File: config.mk
export PLATFORM = sky130hd
export DESIGN_NAME = joy_serial_reader_flat
export DESIGN_NICKNAME = d
export VERILOG_FILES = /design/src/rtl/joy_serial_reader_if.sv /design/src/rtl/joy_serial_reader.sv /design/src/flat_wrapper.sv
export SDC_FILE = /design/constraint.sdc
export NUM_CORES = 1
export LEC_CHECK = 0
export CAP_MARGIN = 0
export CORE_AREA = 3 3 110 112
export DETAILED_ROUTE_END_ITERATION = 10
export DIE_AREA = 0 0 113 115
export SETUP_SLACK_MARGIN = 0.5
export SLEW_MARGIN = 15
export SYNTH_ARGS = -nofsm -noshare
export SYNTH_HDL_FRONTEND = slang
export SYNTH_SLANG_ARGS = --single-unit
export TNS_END_PERCENT = 1
File: constraint.sdc
create_clock -name clk -period 3.45 [get_ports clk]
set_input_delay 0.69 -clock clk [delete_from_list [all_inputs] [get_ports clk]]
set_output_delay 0.69 -clock clk [all_outputs]
set_load 0.01 [all_outputs]
File: src/rtl/joy_serial_reader_if.sv
// Lines between the reader and a daisy-chained 74x165 joystick adapter.
// The master drives shift clock and active-low load; the adapter returns serial data.
interface joy_serial_reader_if;
    logic joy_clk;
    logic joy_load;
    logic joy_data;

    modport master (output joy_clk, output joy_load, input joy_data);
    modport slave  (input joy_clk, input joy_load, output joy_data);
endinterface

File: src/rtl/joy_serial_reader.sv
// Serial joystick front end: scans N players of W bits from a 74x165 chain,
// filters frames for stability and flags disconnected players.
module joy_serial_reader #(
    parameter int NUM_PLAYERS     = 2,
    parameter int BITS_PER_PLAYER = 12,
    parameter int CLK_DIV         = 8,
    parameter int STABLE_FRAMES   = 2
) (
    input  logic                                   clk,
    input  logic                                   reset,
    input  logic                                   enable,
    joy_serial_reader_if.master                    joy,
    output logic [NUM_PLAYERS*BITS_PER_PLAYER-1:0] joystick,
    output logic [NUM_PLAYERS-1:0]                 present,
    output logic                                   frame_strobe
);
    localparam int W  = BITS_PER_PLAYER;
    localparam int T  = NUM_PLAYERS * W;
    localparam int PW = (CLK_DIV > 1) ? $clog2(CLK_DIV) : 1;
    localparam int BW = $clog2(T);
    localparam logic [PW-1:0] PRESC_LAST = PW'(CLK_DIV - 1);
    localparam logic [BW-1:0] BIT_LAST   = BW'(T - 1);
    localparam logic [3:0]    STABLE     = 4'(STABLE_FRAMES);

    typedef enum logic [2:0] {
        IDLE,
        LOAD,
        SETTLE,
        SHIFT_LO,
        SHIFT_HI,
        COMMIT
    } state_t;

    state_t                 state;
    state_t                 state_next;
    logic [PW-1:0]          presc;
    logic                   tick;
    logic [1:0]             sync;
    logic [BW-1:0]          bitcnt;
    logic [T-1:0]           raw;
    logic [T-1:0]           prev_raw;
    logic [3:0]             match_cnt;
    logic [3:0]             match_next;
    logic [T-1:0]           joy_next;
    logic [NUM_PLAYERS-1:0] present_next;
    logic                   joy_clk_r;
    logic                   joy_load_r;

    assign tick         = (presc == PRESC_LAST);
    assign joy.joy_clk  = joy_clk_r;
    assign joy.joy_load = joy_load_r;

    always_ff @(posedge clk or posedge reset) begin
        if (reset) begin
            presc <= '0;
            sync  <= 2'b11;
        end else begin
            presc <= tick ? '0 : presc + 1'b1;
            sync  <= {sync[0], joy.joy_data};
        end
    end

    always_ff @(posedge clk or posedge reset) begin
        if (reset) state <= IDLE;
        else       state <= state_next;
    end

    always_comb begin
        state_next = state;
        if (tick) begin
            case (state)
                IDLE:     if (enable) state_next = LOAD;
                LOAD:     state_next = SETTLE;
                SETTLE:   state_next = SHIFT_LO;
                SHIFT_LO: state_next = SHIFT_HI;
                SHIFT_HI: state_next = (bitcnt < BIT_LAST) ? SHIFT_LO : COMMIT;
                COMMIT:   state_next = enable ? LOAD : IDLE;
                default:  state_next = IDLE;
            endcase
        end
    end

    // An all-ones slice means every line reads pressed, which only an unplugged adapter produces.
    always_comb begin
        match_next   = 4'd1;
        joy_next     = raw;
        present_next = '0;
        if (raw == prev_raw)
            match_next = (match_cnt >= STABLE) ? STABLE : match_cnt + 4'd1;
        for (int p = 0; p < NUM_PLAYERS; p++) begin
            present_next[p] = ~&raw[p*W +: W];
            if (!present_next[p])
                joy_next[p*W +: W] = '0;
        end
    end

    always_ff @(posedge clk or posedge reset) begin
        if (reset) begin
            joy_clk_r    <= 1'b0;
            joy_load_r   <= 1'b1;
            bitcnt       <= '0;
            raw          <= '0;
            prev_raw     <= '0;
            match_cnt    <= '0;
            joystick     <= '0;
            present      <= '0;
            frame_strobe <= 1'b0;
        end else begin
            frame_strobe <= 1'b0;
            if (tick) begin
                case (state)
                    IDLE: begin
                        if (enable) joy_load_r <= 1'b0;
                    end
                    LOAD: begin
                        joy_load_r <= 1'b1;
                    end
                    SETTLE: begin
                        bitcnt <= '0;
                    end
                    SHIFT_LO: begin
                        raw[bitcnt] <= ~sync[1];
                        joy_clk_r   <= 1'b1;
                    end
                    SHIFT_HI: begin
                        joy_clk_r <= 1'b0;
                        bitcnt    <= bitcnt + 1'b1;
                    end
                    COMMIT: begin
                        frame_strobe <= 1'b1;
                        prev_raw     <= raw;
                        match_cnt    <= match_next;
                        if (match_next == STABLE) begin
                            joystick <= joy_next;
                            present  <= present_next;
                        end
                        if (enable) joy_load_r <= 1'b0;
                    end
                    default: ;
                endcase
            end
        end
    end
endmodule
File: src/flat_wrapper.sv
// flat-port wrapper written by rule: the top's interface ports become plain ports
module joy_serial_reader_flat 
#(
    parameter int NUM_PLAYERS     = 2,
    parameter int BITS_PER_PLAYER = 12,
    parameter int CLK_DIV         = 8,
    parameter int STABLE_FRAMES   = 2
)
  (clk, reset, enable, joystick, present, frame_strobe, joy_joy_clk, joy_joy_load, joy_joy_data);
  joy_serial_reader_if joy_i ();
  input  logic clk;
  input  logic reset;
  input  logic enable;
  output logic [NUM_PLAYERS*BITS_PER_PLAYER-1:0] joystick;
  output logic [NUM_PLAYERS-1:0] present;
  output logic frame_strobe;
  output wire logic [$bits(joy_i.joy_clk)-1:0] joy_joy_clk;
  output wire logic [$bits(joy_i.joy_load)-1:0] joy_joy_load;
  input wire logic [$bits(joy_i.joy_data)-1:0] joy_joy_data;
  assign joy_joy_clk = joy_i.joy_clk;
  assign joy_joy_load = joy_i.joy_load;
  assign joy_i.joy_data = joy_joy_data;
  joy_serial_reader #(.NUM_PLAYERS(NUM_PLAYERS), .BITS_PER_PLAYER(BITS_PER_PLAYER), .CLK_DIV(CLK_DIV), .STABLE_FRAMES(STABLE_FRAMES)) u_core (.clk(clk), .reset(reset), .enable(enable), .joy(joy_i), .joystick(joystick), .present(present), .frame_strobe(frame_strobe));
endmodule
==> summary.md, run 1 <==
| Metric | Value |
|---|---|
| Status | `finished, final reports clean` |
| All-Layer GR Usage | `15.3%` |
| Slowest CP cell | `nor4_4` |
| Clk pin slew, worst setup/hold paths | `0.06 ns` |
| Multi-input gate area | `1780 um^2` |
| Most common cell after layout, fill and taps aside | `dfrtp_1` |
| Initial antenna violation count | `0` |
| Hold Path Class | `register to register` |
| Leak pwr | `0.00242 uW` |
| Most area-hungry cell type in the Yosys netlist | `dfrtp_1` |
| Critical path type | `register to register` |
| FF/Latch Area | `approximately 2400 um^2` |
| Number of flops mapped to enable cells by yosys | `0` |
| Top area cells in the synthesized netlist | `dfrtp_1, mux2_2, mux2i_1` |
| P_sw | `431 uW` |
| Period utilisation layout | `76.7%` |
| Post-Synthesis Cells | `around 400` |
| RSZ-0062 raised after global routing | `no` |
| Routed WL | `about 9100 um` |
| Antenna fix cells | `0` |
| Final nets | `about 440` |
| Fill count | `1081` |
| CTS hold repair buffers | `0` |
| Die W | `113 um` |
| Slew Limit Fails | `0` |
| Post-cts resize count | `0` |
| Finished Cell Area | `5170 um^2` |
| Placed cell areas | `4830 um^2` |
| Critical path cell sequence | `ha_1 -> ha_1 -> nor2b_1 -> nand3_1 -> nor4_4 -> buf_4 -> mux2i_1` |
| Clock root cell | `clkbuf_16` |
| Die area | `13000 um^2` |
| Die height | `115 um` |
| CP dominant cell by count | `ha_1` |
| TritonRoute pass-1 iters | `4` |
| Post-synthesis sequential area ratio | `53.8%` |
| DR iter-0 viols | `150` |
| Post-detailed-route DRC marker count | `0` |
| Worst slew pin tran | `between 0.9 and 1 ns` |
| Fin crit period | `2.65 ns` |
| Largest net degree at the start of global routing | `35` |
| # IOs | `33` |
| CTS Buffer Depth | `2` |
| Clock Skew | `roughly 0.0048 ns` |
| Setup TNS | `0 ns` |
| Synth cell types | `39` |
| Crit path DAT | `2.90 ns` |
| Crit-path max FO | `11` |
| Clk sinks | `94` |
| Logic gate share of total power | `around 1.6%` |
| CTS Buf Count | `9` |
| Final GP Congestion | `0.792` |
| Fmax | `approximately 380 MHz` |
| Post-Syn Area per Cell | `11.0 um^2` |
| Detail Placement HPWL | `about 6200 um` |
| Worst-Skew Late Latency | `0.34 ns` |
| Critical Path RT | `between 3 and 4 ns` |
| Crit path max-delay family | `simple AND/OR/NAND/NOR gates` |
| Max stage delay on crit path | `0.71 ns` |
| Vias | `2954` |
| Rows | `39` |
| Antenna Nets Post-Route | `0` |
| Netlist Area Pre-Place | `between 4000 and 5000 um^2` |
| Global-route wire length before repair | `15600 um` |
| Setup violators final | `0` |
| Max-Cap Viols | `0` |
| Final Hold Vio Count | `0` |
| Yosys reg bits | `94` |
| Worst setup EP type | `register` |
| Layout cell share with drive strength beyond 1 | `13.7%` |
| Post-detailed-route wirelength per cell | `16.0 um` |
| Grt total ovfl | `0` |
| Starting Density | `38.7%` |
| Synth Warn # | `0` |
| Peak supply drop | `185 uV` |
| Synthesized net count | `409` |
| WP buf/inv | `1` |
| Asr flop ratio synth | `100%` |
| CP Launch Type | `register` |
| Clk network pwr share | `48.8%` |
| Slew HR | `35.3%` |
| Post-CTS setup buffer count | `0` |
| Sequential Power Share | `49.7%` |
| Synth-to-layout area growth | `17.9%` |
| CTS tree | `yes` |
| Total core area | `11300 um^2` |
| Vias in the first global route | `3032` |
| Most frequent cells in the layout | `dfrtp_1, nand2_1, clkdlybuf4s50_1` |
| Vias/cell | `between 5 and 6` |
| Synth Flop Type | `dfrtp_1` |
| Top cell type's share of synthesized area | `between 50% and 60%` |
| # port buffers | `32` |
| Cell Pwr Density | `approximately 430 nW/um^2` |
| CTS H-tree depth | `3` |
| Sw frac | `19.3%` |
| Internal power | `1810 uW` |
## per-layer routing
| metal | vias up | global-route usage (%) | routed length [um] |
|---|---|---|---|
| met5 | - | 0 | 0 |
| met1 | 1460 | 20.8 | 4490 |
| met3 | 10 | 3.00 | 253 |
| met4 | 0 | 6.01 | 138 |
| li1 | 1439 | - | - |
| met2 | 45 | 24.4 | 4260 |
## final timing paths
kind | from | endpoint | slack, ns | depth (start not counted)
setup reg to reg | u_core.presc[0] | u_core.joystick[18] | 0.80 | 7
min in group asynchronous | reset | u_core.joystick[21] | 0.82 | 2
setup / recovery | u_core.presc[0] | u_core.joystick[18] | 0.80 | 7
max in group asynchronous | reset | u_core.joystick[5] | 1.78 | 3
hold / removal | u_core.sync[0] | u_core.sync[1] | 0.36 | 0
hold reg to reg | u_core.sync[0] | u_core.sync[1] | 0.36 | 0
## state kept, by name (all words and copies together) (netlist names)
name / cells
u_core.joy.joy_clk: 1
u_core.joystick: 24
u_core.joy.joy_load: 1
u_core.frame_strobe: 1
u_core.sync: 2
u_core.prev_raw: 24
u_core.match_cnt: 4
u_core.present: 2
u_core.state: 3
u_core.bitcnt: 5
u_core.presc: 3
u_core.raw: 24
## through the flow
stage	power, uW	util (%)	hold slack [ns]	setup WS, ns	cells
floorplan	1150	-	0.345	1.54	397
global placement	1170	42.7	0.346	0.858	557
detailed placement	1170	42.7	0.349	0.771	557
CTS	2270	45.6	0.358	0.728	573
global route	2310	45.6	0.364	0.539	573
finish	2240	45.6	0.356	0.805	573
## layout make-up
class                           count  area share, %
Clock buffer                       13           5.23
Inverter                           32           2.40
Sequential cell                    94           45.6
Multi-Input combinational cell    248           34.5
Tap cell                          143           3.46
Clock inverter                      3           1.26
Timing Repair Buffer               40           7.60
## worst register-to-register path, cell delays in order (launching register included)
cell and delay (ns):
dfrtp_1 0.36, ha_1 0.15, ha_1 0.36, nor2b_1 0.27
nand3_1 0.23, nor4_4 0.71, buf_4 0.29, mux2i_1 0.20
## synth_stat cells (all sizes together), types with 2 or more instances
cell type	number
mux2	26
mux2i	25
and2	5
xor2	24
clkbuf	13
nand3	6
nor2	7
o221ai	2
nand4	7
or3	2
and3b	2
nand2	35
dfrtp	91
inv	31
nor4	8
a21oi	30
buf	10
nor2b	3
nor3	3
dfstp	3
o21ai	15
nor3b	4
a31oi	26
ha	8
## kinds of logic (layout without fill, tap and decap cells)
group,Yosys count,in the layout,synth area share (%)
muxes,51,51,12.4
AOI/OAI and AO/OA,81,81,10.7
xor gates and xnor gates,24,24,4.80
buffers and inverters,55,88,5.80
adders and majority gates,8,8,2.28
and+or+nand+nor,84,84,10.3
DFF,94,94,53.8
## power by group through the flow
stage	clock, uW	combinational [uW]	sequential [uW]
6_report	1090	35.2	1110
5_1_grt	1160	41.3	1110
4_1_cts	1120	37.6	1110
3_5_place_dp	0	37.8	1130
3_3_place_gp	0	37.2	1130
2_1_floorplan	0	24.3	1130
Note: power is estimated with default switching activity, not from simulation.
==> run 2: changes to the inputs <==
==> constraint.sdc (replaced) <==
create_clock -name clk -period 2.55 [get_ports clk]
set_input_delay 0.51 -clock clk [delete_from_list [all_inputs] [get_ports clk]]
set_output_delay 0.51 -clock clk [all_outputs]
set_load 0.01 [all_outputs]
==> summary.md, run 2 (synthesis gave the netlist of run 1 again) <==
| Metric | Value |
|---|---|
| Cell Pwr Density | `567 nW/um^2 (+31%)` |
| Global-route wire length before repair | `15800 um (+1.2%)` |
| Post-detailed-route DRC marker count | `0 (unchanged)` |
| Max-Cap Viols | `0 (unchanged)` |
| Worst-Skew Late Latency | `0.35 ns (about the same)` |
| Slew HR | `40.8% (+5.5 points)` |
| Grt total ovfl | `0 (unchanged)` |
| Clock Skew | `0.00603 ns (+0.00124 ns)` |
| Die W | `113 um (unchanged)` |
| Post-detailed-route wirelength per cell | `15.7 um (-1.4%)` |
| CP Launch Type | `register` |
| Hold Path Class | `register to register` |
| Synth-to-layout area growth | `21.3%` |
| Worst slew pin tran | `0.881 ns (-0.0877 ns)` |
| Cells on worst reg2reg path | `7 (unchanged)` |
| Final Hold Vio Count | `0 (unchanged)` |
| # port buffers | `32 (unchanged)` |
| Clk sinks | `94 (unchanged)` |
| Detail Placement HPWL | `5830 um (-5.7%)` |
| CTS tree | `yes` |
| Final nets | `451 (+3.2%)` |
| All-Layer GR Usage | `15.6% (+0.25 points)` |
| Fmax | `476 MHz (+26%)` |
| Setup violators final | `0 (unchanged)` |
| Metal3 WL | `522 um (+110%)` |
| Fin crit period | `2.10 ns (-0.543 ns)` |
| Status | `finished, final reports clean` |
| CTS hold repair buffers | `0 (unchanged)` |
| Leak pwr | `0.00249 uW (+2.9%)` |
| Starting Density | `38.7% (unchanged)` |
| Total core area | `11300 um^2 (unchanged)` |
| Vias | `3053 (+3.4%)` |
| Antenna fix cells | `0 (unchanged)` |
| Crit-path max FO | `6 (-5)` |
| Final GP Congestion | `0.827 (+4.4%)` |
| Die area | `13000 um^2 (unchanged)` |
| Critical Path RT | `2.78 ns (-0.93 ns)` |
| CTS H-tree depth | `3 (unchanged)` |
| Initial antenna violation count | `0 (unchanged)` |
| Multi-input gate area | `1800 um^2 (+0.98%)` |
| Peak supply drop | `383 uV (+110%)` |
| Antenna Nets Post-Route | `0 (unchanged)` |
| Vias/cell | `5.20 (+0.89%)` |
| CTS Buf Count | `9 (unchanged)` |
| FF/Latch Area | `2360 um^2 (+0.16%)` |
| Most common cell after layout, fill and taps aside | `dfrtp_1` |
| CTS Buffer Depth | `2 (unchanged)` |
| RSZ-0062 raised after global routing | `yes` |
| Top Metal Used | `met4` |
| Largest net degree at the start of global routing | `95 (+170%)` |
| Die height | `115 um (unchanged)` |
| DR iter-0 viols | `161 (+7.3%)` |
| TritonRoute pass-1 iters | `4 (unchanged)` |
| Met2 WL post-DR | `4230 um (-0.54%)` |
| # IOs | `33 (unchanged)` |
| Critical path type | `register to register` |
| Vias in the first global route | `3037 (+0.16%)` |
| Rows | `39 (unchanged)` |
| Crit path DAT | `2.34 ns (-0.56 ns)` |
| Clock root cell | `clkbuf_16` |
| Worst setup EP type | `register` |
| PnR Total Power | `3010 uW (+34%)` |
| Clk pin slew, worst setup/hold paths | `0.07 ns (about the same)` |
| Hold path depth | `0 (unchanged)` |
| Slew Limit Fails | `0 (unchanged)` |
| Top Registers | `u_core.joystick (24), u_core.prev_raw (24), u_core.raw (24)` |
| Most frequent cells in the layout | `dfrtp_1, nand2_1, clkdlybuf4s50_1` |
| Layout cell share with drive strength beyond 1 | `18.5% (+4.7 points)` |
| Fill count | `1090 (+0.83%)` |
| Period utilisation layout | `82.4% (+5.8 points)` |
| Met1 wire length | `4360 um (-2.8%)` |
| Routed WL | `9230 um (+1.0%)` |
| Setup TNS | `0 ns (unchanged)` |
run 2: changes by cell type in the layout (fill, tap and decap cells not counted), sizes merged:
cell	previous run	this run
clkinvlp	1	2
clkbuf	13	10
inv	30	31
clkinv	2	3
buf	8	22
run 2: worst paths after layout:
path,start,end,slack (ns)
max,u_core.match_cnt[0],u_core.present[0],0.45
min,u_core.sync[0],u_core.sync[1],0.36
max reg2reg,u_core.match_cnt[0],u_core.present[0],0.45
min reg2reg,u_core.sync[0],u_core.sync[1],0.36
max in group asynchronous,reset,u_core.raw[12],1.49
min in group asynchronous,reset,u_core.joystick[18],0.65
run 2: cell type report:
| class | count | area share (%) |
|---|---|---|
| timing repair buffer | 54 | 9.98 |
| multi-input combinational | 248 | 33.8 |
| tap | 143 | 3.37 |
| clock inverter | 6 | 1.77 |
| sequential | 94 | 44.4 |
| clock buffer | 10 | 4.31 |
| inverter | 32 | 2.33 |
run 2: where the power goes:
part | internal [uW] | switching (uW) | total (uW)
clock | 866 | 591 | 1460
sequential | 1500 | 8.93 | 1500
combinational | 13.6 | 35.5 | 49.1
total | 2380 | 636 | 3010
run 2: through the flow:
stage / hold slack, ns / area (um^2) / cells / utilization (%) / setup slack, ns
2_1_floorplan: 0.345 / 4390 / 397 / - / 0.642
3_3_place_gp: 0.346 / 4840 / 557 / 42.8 / 0.292
3_5_place_dp: 0.347 / 4840 / 557 / 42.8 / 0.235
4_1_cts: 0.357 / 5270 / 581 / 46.5 / 0.473
5_1_grt: 0.365 / 5310 / 587 / 46.9 / 0.313
6_report: 0.356 / 5310 / 587 / 46.9 / 0.448
run 2: metal layers:
| layer | GRT usage, % | vias up |
|---|---|---|
| met5 | 0 | - |
| li1 | - | 1457 |
| met2 | 23.0 | 81 |
| met3 | 3.74 | 11 |
| met4 | 5.93 | 0 |
| met1 | 22.3 | 1504 |
run 2: timing repair:
action	4_1_cts	5_1_grt
gates resized for setup	4	6
setup buffers	7	6
setup endpoints to repair	35	55
cloned	1	0
hold endpoints to repair	0	0
pin swaps	2	3
run 2: worst max-delay path, cell delays in order (launching register included):
cell and delay, ns:
dfrtp_1 0.36, inv_1 0.08, ha_1 0.31, o31a_1 0.33
nor4_4 0.29, buf_4 0.17, buf_12 0.12, mux2_2 0.32
==> run 3: changes to the inputs <==
==> constraint.sdc (replaced) <==
create_clock -name clk -period 1.94 [get_ports clk]
set_input_delay 0.388 -clock clk [delete_from_list [all_inputs] [get_ports clk]]
set_output_delay 0.388 -clock clk [all_outputs]
set_load 0.01 [all_outputs]
==> summary.md, run 3 (synthesis gave the netlist of run 1 again) <==
| Metric | Value |
|---|---|
| Hold Path Class | `register to register` |
| Detail Placement HPWL | `6530 um (+12%)` |
| Most common cell after layout, fill and taps aside | `dfrtp_1` |
| Die W | `113 um (unchanged)` |
| Crit path DAT | `2.27 ns (-0.07 ns)` |
| Antenna fix cells | `0 (unchanged)` |
| Final Hold Vio Count | `0 (unchanged)` |
| Worst slew pin tran | `0.515 ns (-0.367 ns)` |
| Die area | `13000 um^2 (unchanged)` |
| Internal power | `3240 uW (+36%)` |
| Post-detailed-route wirelength per cell | `15.5 um (-1.3%)` |
| CTS Buf Count | `9 (unchanged)` |
| DR iter-0 viols | `158 (-1.9%)` |
| Die height | `115 um (unchanged)` |
| Leak pwr | `0.00276 uW (+11%)` |
| Grt total ovfl | `0 (unchanged)` |
| P_sw | `813 uW (+28%)` |
| Clock Skew | `0.00727 ns (+0.00124 ns)` |
| Fin crit period | `2.01 ns (-0.0964 ns)` |
| RSZ-0062 raised after global routing | `yes` |
| Worst-Skew Late Latency | `0.34 ns (about the same)` |
| Largest net degree at the start of global routing | `95 (unchanged)` |
| Vias/cell | `5.08 (-2.3%)` |
| Crit-path max FO | `11 (+5)` |
| Global-route wire length before repair | `16100 um (+1.9%)` |
| Worst R2R Setup Slack | `-0.07 ns (-0.51 ns)` |
| Total placed cells including tap cells | `600 (+7.7%)` |
| Clk network pwr share | `49.5% (+1.1 points)` |
| # port buffers | `32 (unchanged)` |
| Slew HR | `65.7% (+25 points)` |
| Vias | `3145 (+3.0%)` |
| Total core area | `11300 um^2 (unchanged)` |
| Clk pin slew, worst setup/hold paths | `0.06 ns (about the same)` |
| PnR Total Power | `4050 uW (+35%)` |
| Worst setup EP type | `register` |
| Final nets | `484 (+7.3%)` |
| Crit path max-delay family | `simple AND/OR/NAND/NOR gates` |
| Sw frac | `20.1% (-1.1 points)` |
| Final setup margin | `-0.0658 ns (-0.514 ns)` |
| CP dominant cell by count | `buf_12` |
| Antenna Nets Post-Route | `0 (unchanged)` |
| Max stage delay on crit path | `0.39 ns (+0.03 ns)` |
| Worst hold slack | `0.356 ns (-0.000623 ns)` |
| Most frequent cells in the layout | `dfrtp_1, buf_4, nand2_1` |
| Critical path cell sequence | `xor2_1 -> nor4_2 -> nand4_1 -> buf_4 -> nor4_4 -> buf_12 -> buf_12 -> mux2i_1` |
| Top Registers | `u_core.joystick (24), u_core.prev_raw (24), u_core.raw (24)` |
| Critical Path RT | `2.20 ns (-0.58 ns)` |
| Period utilisation layout | `103% (+21 points)` |
| Post-detailed-route DRC marker count | `0 (unchanged)` |
| Max-Cap Viols | `0 (unchanged)` |
| Layout cell share with drive strength beyond 1 | `26.5% (+8.0 points)` |
| Fmax | `499 MHz (+4.8%)` |
| Sequential Power Share | `48.8% (-1.2 points)` |
| Setup violators final | `24 (+24)` |
| Critical path type | `register to register` |
| Clock root cell | `clkbuf_16` |
| # IOs | `33 (unchanged)` |
| Starting Density | `38.7% (unchanged)` |
| Logic gate share of total power | `1.7% (about the same)` |
| Slowest CP cell | `dfrtp_1` |
| Final GP Congestion | `0.786 (-4.9%)` |
| CTS Buffer Depth | `2 (unchanged)` |
| Cell Pwr Density | `697 nW/um^2 (+23%)` |
| Rows | `39 (unchanged)` |
| Violated checks | `setup timing` |
| Peak supply drop | `530 uV (+38%)` |
| Initial antenna violation count | `0 (unchanged)` |
| TritonRoute pass-1 iters | `4 (unchanged)` |
| Clk sinks | `94 (unchanged)` |
| Slew Limit Fails | `0 (unchanged)` |
| Vias in the first global route | `3176 (+4.6%)` |
| All-Layer GR Usage | `15.8% (+0.21 points)` |
| CTS tree | `yes` |
| CTS H-tree depth | `3 (unchanged)` |
| Pre-CTS setup slack | `-0.0564 ns (-0.292 ns)` |
| Fill count | `1041 (-4.5%)` |
| Routed WL | `9610 um (+4.1%)` |
| Status | `complete, but fails checks` |
| Non-filler cells in the finished layout | `619 (+5.5%)` |
| WP buf/inv | `3 (unchanged)` |
| CP Launch Type | `register` |
| Synth-to-layout area growth | `32.6%` |
==> run 3: final timing paths <==
kind,to,cells past startpoint,startpoint
setup / recovery,u_core.joystick[19],8,u_core.raw[2]
hold / removal,u_core.sync[1],0,u_core.sync[0]
setup reg to reg,u_core.joystick[19],8,u_core.raw[2]
hold reg to reg,u_core.sync[1],0,u_core.sync[0]
max in group asynchronous,u_core.joy.joy_load,3,reset
min in group asynchronous,u_core.joystick[21],3,reset
==> run 3: power by group through the flow <==
stage | combinational, uW | sequential, uW | clock (uW)
floorplan | 43.2 | 2010 | 0
global placement | 70.8 | 2010 | 0
detailed placement | 72.1 | 2010 | 0
CTS | 72.1 | 1980 | 2050
global route | 79.9 | 1980 | 2140
finish | 68.6 | 1980 | 2010
==> run 3: final cells by class <==
| type | count | area (um^2) | share of cell area, % |
|---|---|---|---|
| clock inverter | 6 | 111 | 1.92 |
| sequential | 94 | 2360 | 40.5 |
| inverter | 32 | 124 | 2.13 |
| clock buffer | 9 | 225 | 3.88 |
| tap | 143 | 179 | 3.08 |
| multi-input combinational | 248 | 1960 | 33.7 |
| timing repair buffer | 87 | 855 | 14.7 |
==> run 3: per-stage QoR <==
step	util [%]	instance area, um^2	TNS, ns
after floorplan	-	4410	0
after global placement	46.4	5260	-0.232
after detailed placement	46.4	5260	-0.690
after CTS	50.1	5670	-0.805
after global routing	51.3	5810	-4.32
final	51.3	5810	-0.839
==> run 3: worst reg2reg max path: stages, from the launching register on <==
cell and delay, ns:
dfrtp_1 0.39, xor2_1 0.18, nor4_2 0.32, nand4_1 0.15, buf_4 0.17, nor4_4 0.18, buf_12 0.19, buf_12 0.15
mux2i_1 0.20
==> run 3: what timing repair did <==
item,in CTS,in global routing
resized for setup,23,30
setup buffers,1,3
pin swaps,5,5
setup endpoints to repair,114,115
hold buffers,0,0
==> run 3: routing by layer <==
metal	share of wire [%]	global-route usage, %	routed length [um]
met4	0.97	4.49	93
met2	49	25.8	4690
met3	3.6	4.32	347
met1	47	20.7	4490
met5	0	0	0
